<file path="src/rtl/acl_spi_responder.sv">
// SPI mode-0 responder modelling the 3-axis accelerometer register interface.
// Serves 0x0A writes / 0x0B reads against a 64-byte map and drives INT1/INT2.
module acl_spi_responder #(
   parameter logic [7:0] DEVID_AD  = 8'hAD,
   parameter logic [7:0] DEVID_MST = 8'h1D,
   parameter logic [7:0] PARTID    = 8'hF2
) (
   input  logic       clk,
   input  logic       rst,
   input  logic       CSN,
   input  logic       SCLK,
   input  logic       MOSI,
   output logic       MISO,
   input  logic [7:0] sample_x,
   input  logic [7:0] sample_y,
   input  logic [7:0] sample_z,
   input  logic       sample_load,
   output logic       INT1,
   output logic       INT2,
   output logic       wr_strobe,
   output logic [7:0] wr_addr,
   output logic [7:0] wr_data,
   output logic [7:0] power_ctl
);

   typedef enum logic [2:0] {IDLE, INST, ADDR, DATA, IGNORE} state_t;

   state_t state_q, state_d;

   // CSN sync resets low so a reset inside a transaction never fakes a falling edge
   logic [2:0] csn_q, sclk_q;
   logic [1:0] mosi_q;
   logic       csn_fall, csn_rise, sclk_rise, sclk_fall;

   logic [2:0]        bit_cnt;
   logic [6:0]        shift_in;
   logic [7:0]        byte_in;
   logic              shift_en, byte_done;
   logic              is_read, load_next;
   logic [5:0]        addr;
   logic [7:0]        tx_sh;
   logic [7:0]        rd_byte;
   logic [14:0][7:0]  regs;
   logic [7:0]        x_q, y_q, z_q;
   logic              dr, dr_clr, srst_pend, wr_ok;

   assign csn_fall  = csn_q[2] & ~csn_q[1];
   assign csn_rise  = ~csn_q[2] & csn_q[1];
   assign sclk_rise = ~sclk_q[2] & sclk_q[1];
   assign sclk_fall = sclk_q[2] & ~sclk_q[1];
   assign byte_in   = {shift_in, mosi_q[1]};
   assign shift_en  = sclk_rise &
                      (state_q == INST || state_q == ADDR || state_q == DATA);
   assign byte_done = shift_en & (bit_cnt == 3'd7);
   assign wr_ok     = (addr >= 6'h20) && (addr <= 6'h2E);
   assign dr_clr    = sclk_fall & (state_q == DATA) & is_read & load_next &
                      (addr >= 6'h08) && (addr <= 6'h0A);
   assign MISO      = tx_sh[7];
   assign power_ctl = regs[13];

   always_comb begin
      rd_byte = 8'h00;
      if (wr_ok) begin
         rd_byte = regs[addr[3:0]];
      end else begin
         case (addr)
            6'h00:   rd_byte = DEVID_AD;
            6'h01:   rd_byte = DEVID_MST;
            6'h02:   rd_byte = PARTID;
            6'h03:   rd_byte = 8'h01;
            6'h08:   rd_byte = x_q;
            6'h09:   rd_byte = y_q;
            6'h0A:   rd_byte = z_q;
            6'h0B:   rd_byte = {7'd0, dr};
            default: rd_byte = 8'h00;
         endcase
      end
   end

   always_ff @(posedge clk or posedge rst) begin
      if (rst) state_q <= IDLE;
      else     state_q <= state_d;
   end

   always_comb begin
      state_d = state_q;
      if (csn_rise) begin
         state_d = IDLE;
      end else if (csn_fall) begin
         state_d = INST;
      end else if (byte_done) begin
         case (state_q)
            INST: state_d = (byte_in == 8'h0A || byte_in == 8'h0B) ? ADDR : IGNORE;
            ADDR: state_d = DATA;
            default: state_d = state_q;
         endcase
      end
   end

   always_ff @(posedge clk or posedge rst) begin
      if (rst) begin
         csn_q     <= 3'b000;
         sclk_q    <= 3'b000;
         mosi_q    <= 2'b00;
         bit_cnt   <= 3'd0;
         shift_in  <= 7'd0;
         is_read   <= 1'b0;
         load_next <= 1'b0;
         addr      <= 6'd0;
         tx_sh     <= 8'd0;
         regs      <= '0;
         x_q       <= 8'd0;
         y_q       <= 8'd0;
         z_q       <= 8'd0;
         dr        <= 1'b0;
         srst_pend <= 1'b0;
         INT1      <= 1'b0;
         INT2      <= 1'b0;
         wr_strobe <= 1'b0;
         wr_addr   <= 8'd0;
         wr_data   <= 8'd0;
      end else begin
         csn_q     <= {csn_q[1:0], CSN};
         sclk_q    <= {sclk_q[1:0], SCLK};
         mosi_q    <= {mosi_q[0], MOSI};
         wr_strobe <= 1'b0;
         srst_pend <= 1'b0;
         INT1      <= (dr & regs[10][0]) ^ regs[7][1];
         INT2      <= (dr & regs[11][0]) ^ regs[7][1];

         if (sample_load) begin
            x_q <= sample_x;
            y_q <= sample_y;
            z_q <= sample_z;
         end
         if (sample_load)             dr <= 1'b1;
         else if (dr_clr | srst_pend) dr <= 1'b0;
         if (srst_pend) regs <= '0;

         if (csn_fall | csn_rise) begin
            bit_cnt   <= 3'd0;
            tx_sh     <= 8'd0;
            load_next <= 1'b0;
         end else begin
            if (shift_en) begin
               shift_in <= byte_in[6:0];
               bit_cnt  <= bit_cnt + 3'd1;
            end
            if (byte_done) begin
               case (state_q)
                  INST: is_read <= (byte_in == 8'h0B);
                  ADDR: begin
                     addr      <= byte_in[5:0];
                     load_next <= is_read;
                  end
                  DATA: begin
                     addr      <= addr + 6'd1;
                     load_next <= is_read;
                     if (!is_read && wr_ok) begin
                        regs[addr[3:0]] <= byte_in;
                        wr_strobe       <= 1'b1;
                        wr_addr         <= {2'b00, addr};
                        wr_data         <= byte_in;
                     end
                     if (!is_read && addr == 6'h1F && byte_in == 8'h52)
                        srst_pend <= 1'b1;
                  end
                  default: ;
               endcase
            end
            // a new byte is fetched on the first fall after each completed byte
            if (sclk_fall && state_q == DATA && is_read) begin
               if (load_next) begin
                  tx_sh     <= rd_byte;
                  load_next <= 1'b0;
               end else begin
                  tx_sh <= {tx_sh[6:0], 1'b0};
               end
            end
         end
      end
   end

endmodule

</file>
<file path="config.mk">
export PLATFORM = sky130hd
export DESIGN_NAME = acl_spi_responder
export DESIGN_NICKNAME = d
export VERILOG_FILES = /design/src/rtl/acl_spi_responder.sv
export SDC_FILE = /design/constraint.sdc
export NUM_CORES = 1
export LEC_CHECK = 0
export BUFFER_PORTS_ARGS = -buffer_cell sky130_fd_sc_hd__buf_2
export CAP_MARGIN = 5
export CORE_MARGIN = 5
export CORE_UTILIZATION = 50
export CTS_BUF_LIST = sky130_fd_sc_hd__clkbuf_2 sky130_fd_sc_hd__clkbuf_4 sky130_fd_sc_hd__clkbuf_8
export CTS_CLUSTER_DIAMETER = 50
export DETAILED_ROUTE_END_ITERATION = 16
export HOLD_SLACK_MARGIN = 0.08
export PLACE_DENSITY = 0.67
export SKIP_CTS_REPAIR_TIMING = 1
export SYNTH_ARGS = -nofsm -noshare
export SYNTH_HDL_FRONTEND = slang
export SYNTH_SLANG_ARGS = --single-unit
</file>
<file path="constraint.sdc">
create_clock -name clk -period 6.13 [get_ports clk]
set_input_delay 0.613 -clock clk [delete_from_list [all_inputs] [get_ports clk]]
set_output_delay 0.613 -clock clk [all_outputs]
set_load 0.02 [all_outputs]
</file>
After elaboration in Yosys (flattened, before gate mapping):

Index checks and enable logic that the tools add are counted.

* bits in registers: 200
* input bits: 30
* output and inout port bits: 28
* word-level logic and storage cells: 142

* add/subtract/negate cells: 2
* $lt $le $gt $ge: 6
* equal/unequal tests: 15
* multiplexer cells: 38
* bitwise logic cells: 21
* reduce and logical (&&, ||, !) cells: 25

Operators by type and width (count)
* 120-bit 2-to-1 mux: 5
* 120-bit bitwise mux: 1
* 8-bit one-hot mux with 8 select lines: 1
* 8-bit 2-to-1 mux: 6
* 8-bit binary-select mux with 4-bit select: 1
* 8-bit demux with 4-bit select: 1
* 6-bit by 4-bit equality test with 1-bit output (second input constant): 4
* 3-bit 2-to-1 mux: 6
* 8-bit by 4-bit equality test with 1-bit output (second input constant): 2
* 1-bit 2-to-1 mux: 15
* 1-bit bitwise AND: 12
* 6-bit by 2-bit equality test with 1-bit output (second input constant): 2
* 6-bit one-hot mux with 2 select lines: 1
* 8-bit by 7-bit equality test with 1-bit output (second input constant): 1
* 1-bit logical AND: 8
* 2-bit nonzero test: 4
* 6-bit by 1-bit adder with 6-bit output (second input constant): 1
* 3-bit by 2-bit equality test with 1-bit output (second input constant): 2
* 6-bit by 1-bit equality test with 1-bit output (second input constant): 1
* 6-bit by 5-bit equality test with 1-bit output (second input constant): 1
* 6-bit by 4-bit greater-or-equal comparator with 1-bit output (second input constant): 1
* 6-bit greater-or-equal comparator (second input constant): 1
* 6-bit by 4-bit <= comparator with 1-bit output (second input constant): 1
* 6-bit <= comparator (second input constant): 1
* 18 further kinds: 28

Logic depth before layout (Yosys ltp):

* depth after elaboration: 10
* gate-level depth with buffers: 10
* depth with buffers taken out: 7

Worst setup path after synthesis:

Ideal clock, no wire load.

* path kind: register -> register
* start point: register addr[0]
* end point: register wr_addr[0]
* setup time: 125 ps
* data arrival time: 1841 ps
* data required time: 6005 ps
* setup slack: 4164 ps
* stages on the path, launching flop included: 8
* path buffers: 4
* clock period less this slack: 1966 ps
* cells stage by stage: dfrtp_1 buf_6 and4_4 buf_6 nor4_4 buf_6 buf_2 mux2_2

* cells in the longest elaborated chain, start to end: 4
* elaborated cells on any way between the ends: 5
* classes of those cells: 2 x order compare; 3 x reduce/logical

Ends and longest elaborated chain
* from (decl): RTL line 40 `logic [5:0] addr;`
* from (signal assigned): RTL line 153 `addr <= byte_in[5:0];`
* from (signal assigned): RTL line 157 `addr <= addr + 6'd1;`
* 6-bit greater-or-equal comparator or 6-bit <= comparator (tied branches): RTL line 55 `assign wr_ok = (addr >= 6'h20) && (addr <= 6'h2E);`
* 1-bit logical AND: RTL line 55
* 1-bit logical AND: RTL line 159 `if (!is_read && wr_ok) begin`
* 4-bit AND reduction (no line)
* to (signal assigned): RTL line 162 `wr_addr <= {2'b00, addr};`
* to (decl): RTL line 21 `output logic [7:0] wr_addr,`

Parallel ways exist; a longest one is shown, timed or not.
A chain may end at the register's enable or synchronous reset.

Final worst setup path:

* start point: register addr[1]
* end point: register regs[71] in the netlist's numbering

* cells in the longest elaborated chain, start to end: 9
* elaborated cells on any way between the ends: 14
* classes of those cells: 4 x order compare; 7 x mux; 3 x reduce/logical

Ends and longest elaborated chain
* 4-bit by 5-bit < comparator with 1-bit output (not written as such) or 4-bit by 1-bit greater-or-equal comparator with 1-bit output (tied branches): RTL line 160 `regs[addr[3:0]] <= byte_in;`
* 1-bit logical AND (not written as such): RTL line 160
* 8-bit 2-to-1 mux (not written as such): RTL line 160
* 8-bit demux with 4-bit select: RTL line 160
* 120-bit bitwise mux: RTL line 160
* 120-bit 2-to-1 mux *: RTL line 159
* 120-bit 2-to-1 mux *: RTL line 150 `case (state_q)`
* 120-bit 2-to-1 mux *: RTL line 149 `if (byte_done) begin`
* 120-bit 2-to-1 mux *: RTL line 140 `if (csn_fall | csn_rise) begin`
* to (signal, indexed assignment): RTL line 160
* to (decl): RTL line 43 `logic [14:0][7:0] regs;`

Mark *: on every way between the ends. The rest lies on a longest branch, timed or not.

==> results.yml <==
synthesis:
  ys.flop_type: "dfrtp_1"
  ys_types: 65
  synthTopCellsByCount: "264 x nand2_1, 200 x dfrtp_1, 87 x o21ai_0"
  synth-seq-cells: 200
  synthesis.instances: 978
  synth_edf_count: 0
  netlist_area_sq_um: 9930
  synthArstFlopShare_pct: 100
  ys_seq_area_share_pct: 50.4
  synth.most_common_cell: "nand2_1"
  yosysTopAreaCellShare_pct: 50.4
  synth_area_leaders: "dfrtp_1 50%, nand2_1 10%, mux2_2 5.7%"
  synth.largest_area_cell: "dfrtp_1"
  yosysWarnings: 0
  avgSynthCellArea_sq_um: 10.2
global_route:
  first_global_vias: 7003
  grt_usage_pct: 22.0
  grt_max_degree: 144
  grt_pass1_wl_microns: 38800
  gr-total-overflow: 0
  antenna_found_initial: 0
clock_network:
  cts-root-buf: "clkbuf_8"
  clkSlewWorstSetupHoldPaths_ns: 0.11
  cts_tree: "yes"
  cts_sinks: 200
  cts_max_level: 4
  cts_made_buffers: 17
  clock_latency_ns: 0.48
  cts_max_path_buffers: 2
pwr:
  intPower_mw: 1.80
  leakagePower_nw: 4.51
  clkPwrFrac_pct: 38.5
  power.switching_uw: 598
  seqPwrFrac_pct: 58.0
  power.share.switching_pct: 25.0
  p_per_area_nw_per_um2: 230
  comb_power_share_pct: 3.5
  vdd_drop_max_v: 0.000138
die:
  io_pins: 58
  die_h_microns: 151
  fp-row-count: 51
  dieArea_sq_um: 22800
  core_sq_um: 19500
  start_util_pct: 50.8
  fp.dieW_microns: 151
setup_path:
  r2r_slack_ns: 3.33
  worstReg2RegStart: "addr[1]"
  worstSetupPathType: "reg2reg"
  worstPathCellList: "buf_4 -> and4_4 -> nor4_4 -> buf_4 -> and3_1 -> nand2_1 -> o21ai_2"
  cp_slowest_cell: "and3_1"
  crit_required_ns: 6.52
  rr_endpoint: "regs[71]"
  end_kind: "flop"
  worstPathArrival_ns: 3.19
  cpPeakStageDelay_ns: 0.72
  path_common_cell: "buf_4"
  r2r_cells: 7
  crit_path_max_fanout: 30
  start_kind: "flop"
min_path:
  hold_path_class: "in2reg"
  hold_depth: 1
  holdPathEnd: "mosi_q[0]"
  min_from: "MOSI"
flow_run:
  max-cap-violations: 0
detailed_routing:
  route.vias.total: 7241
  postRouteAntennaNets: 0
  dr.pass1.iters: 5
  drt_first_iter_violations: 663
  drt-wirelength-per-cell_microns: 19.4
  vias_per_cell: 5.83
  post-route-drc-count: 0
  routed_wl_microns: 24100
status:
  outcome: "finished clean"
layout:
  area_delta_synth_final_pct: 4.61
  diodes: 0
  nets: 1002
  stdcell_area_sq_um: 10400
  fill_cells: 1761
  drive_gt1_share_pct: 20.9
timing:
  worstMarginPinSlew_ns: 1.01
  setup_tns_ns: 0
  finClkSkew_ns: 0.0124
  period_needed_ns: 2.80
  finalMaxSlewViolations: 0
  holdWs_ns: 0.230
  final-setup-viol-count: 0
  period_share_pct: 45.7
  slew_headroom_pct: 32.4
  hold_viol: 0
  max_freq_mhz: 357
  rsz0062_at_grt: "no"
placement:
  placed_area_sq_um: 9950
  gp_congestion: 0.903
  place_hpwl_microns: 15400
  io_buffers: 55
-- kinds of logic (layout without fill, tap and decap cells) --
family	count (synthesis)	count (layout)	share of synthesized area, %
AND/OR/NAND/NOR	359	359	15.8
XOR/XNOR	4	4	0.353
adder cells (fa/ha/maj)	8	8	1.01
flip-flops	200	200	50.4
buffers and inverters	107	105	6.92
other	1	2	0.0378
multiplexers	84	84	11.4
AO/OA/AOI/OAI	215	215	14.1
-- per-stage QoR --
step	utilization (%)	setup WS, ns	power [mW]	std cells
after floorplan	-	0.0630	1.47	979
after global placement	51.0	3.44	1.50	1210
after detailed placement	51.0	3.37	1.50	1210
after CTS	53.2	3.34	2.41	1242
after global routing	53.2	3.13	2.49	1242
final	53.2	3.33	2.39	1242
-- how the worst max path moves through the flow --
| stage | from | end | slack [ns] | cells past startpoint |
|---|---|---|---|---|
| 5_1_grt | addr[1] | regs[65] | 3.13 | 7 |
| 3_5_place_dp | addr[1] | regs[71] | 3.37 | 7 |
| 2_1_floorplan | rst | INT1 | 0.06 | 1 |
| 4_1_cts | addr[1] | regs[71] | 3.34 | 7 |
| 3_3_place_gp | addr[1] | regs[64] | 3.44 | 7 |
| 6_report | addr[1] | regs[71] | 3.33 | 7 |
-- power by group through the flow --
stage / Clock [mW] / Combinational [mW] / Sequential [mW]
floorplan: 0 / 0.0862 / 1.38
global placement: 0 / 0.0845 / 1.41
detailed placement: 0 / 0.0854 / 1.41
CTS: 0.938 / 0.0855 / 1.39
global route: 1.00 / 0.0945 / 1.39
finish: 0.922 / 0.0828 / 1.39
-- flip-flops by register name (all words and copies together) (netlist names), 3 cells and up --
| register | flops |
|---|---|
| x_q | 8 |
| wr_addr | 6 |
| y_q | 8 |
| wr_data | 8 |
| regs | 112 |
| tx_sh | 8 |
| bit_cnt | 3 |
| z_q | 8 |
| state_q | 3 |
| csn_q | 3 |
| power_ctl | 8 |
| sclk_q | 3 |
| addr | 6 |
| shift_in | 7 |
-- final cells by class --
cell class                 instances  area [sq um]  area share [%]
sequential                       200          5010            48.2
multi-input combinational        672          4240            40.8
tap                              265           332            3.19
timing repair buffer              62           328            3.16
clock buffer                      18           241            2.33
clock inverter                    14           189            1.82
inverter                          11          50.0           0.482
-- layer usage --
metal | track usage, % | vias to the layer above | share of wire [%]
met5 | 0 | - | 0
met4 | 6.89 | 0 | 2.0
li1 | - | 3343 | -
met1 | 31.9 | 3622 | 46
met3 | 4.70 | 43 | 5.4
met2 | 33.4 | 233 | 46
-- placed cells by master (no fill, tap or decap), drive strengths merged, types with 7 or more instances in the layout --
cell type    n
nand2      264
a22oi        8
nand2b       7
and3        17
clkbuf      18
a21oi       21
mux4        18
ha           8
mux2i       16
nor2        23
nand3        9
buf         62
inv         14
nor3         7
mux2        50
dfrtp      200
o21ai      131
-- worst max-delay path, delay by kind of cell (launching register included) --
family / cells / cell delay [ns]
simple gates: 4 / 1.38
buf+inv: 2 / 0.68
flops: 1 / 0.52
compound gates: 1 / 0.10
No activity file was read; power rests on OpenSTA's default activity.
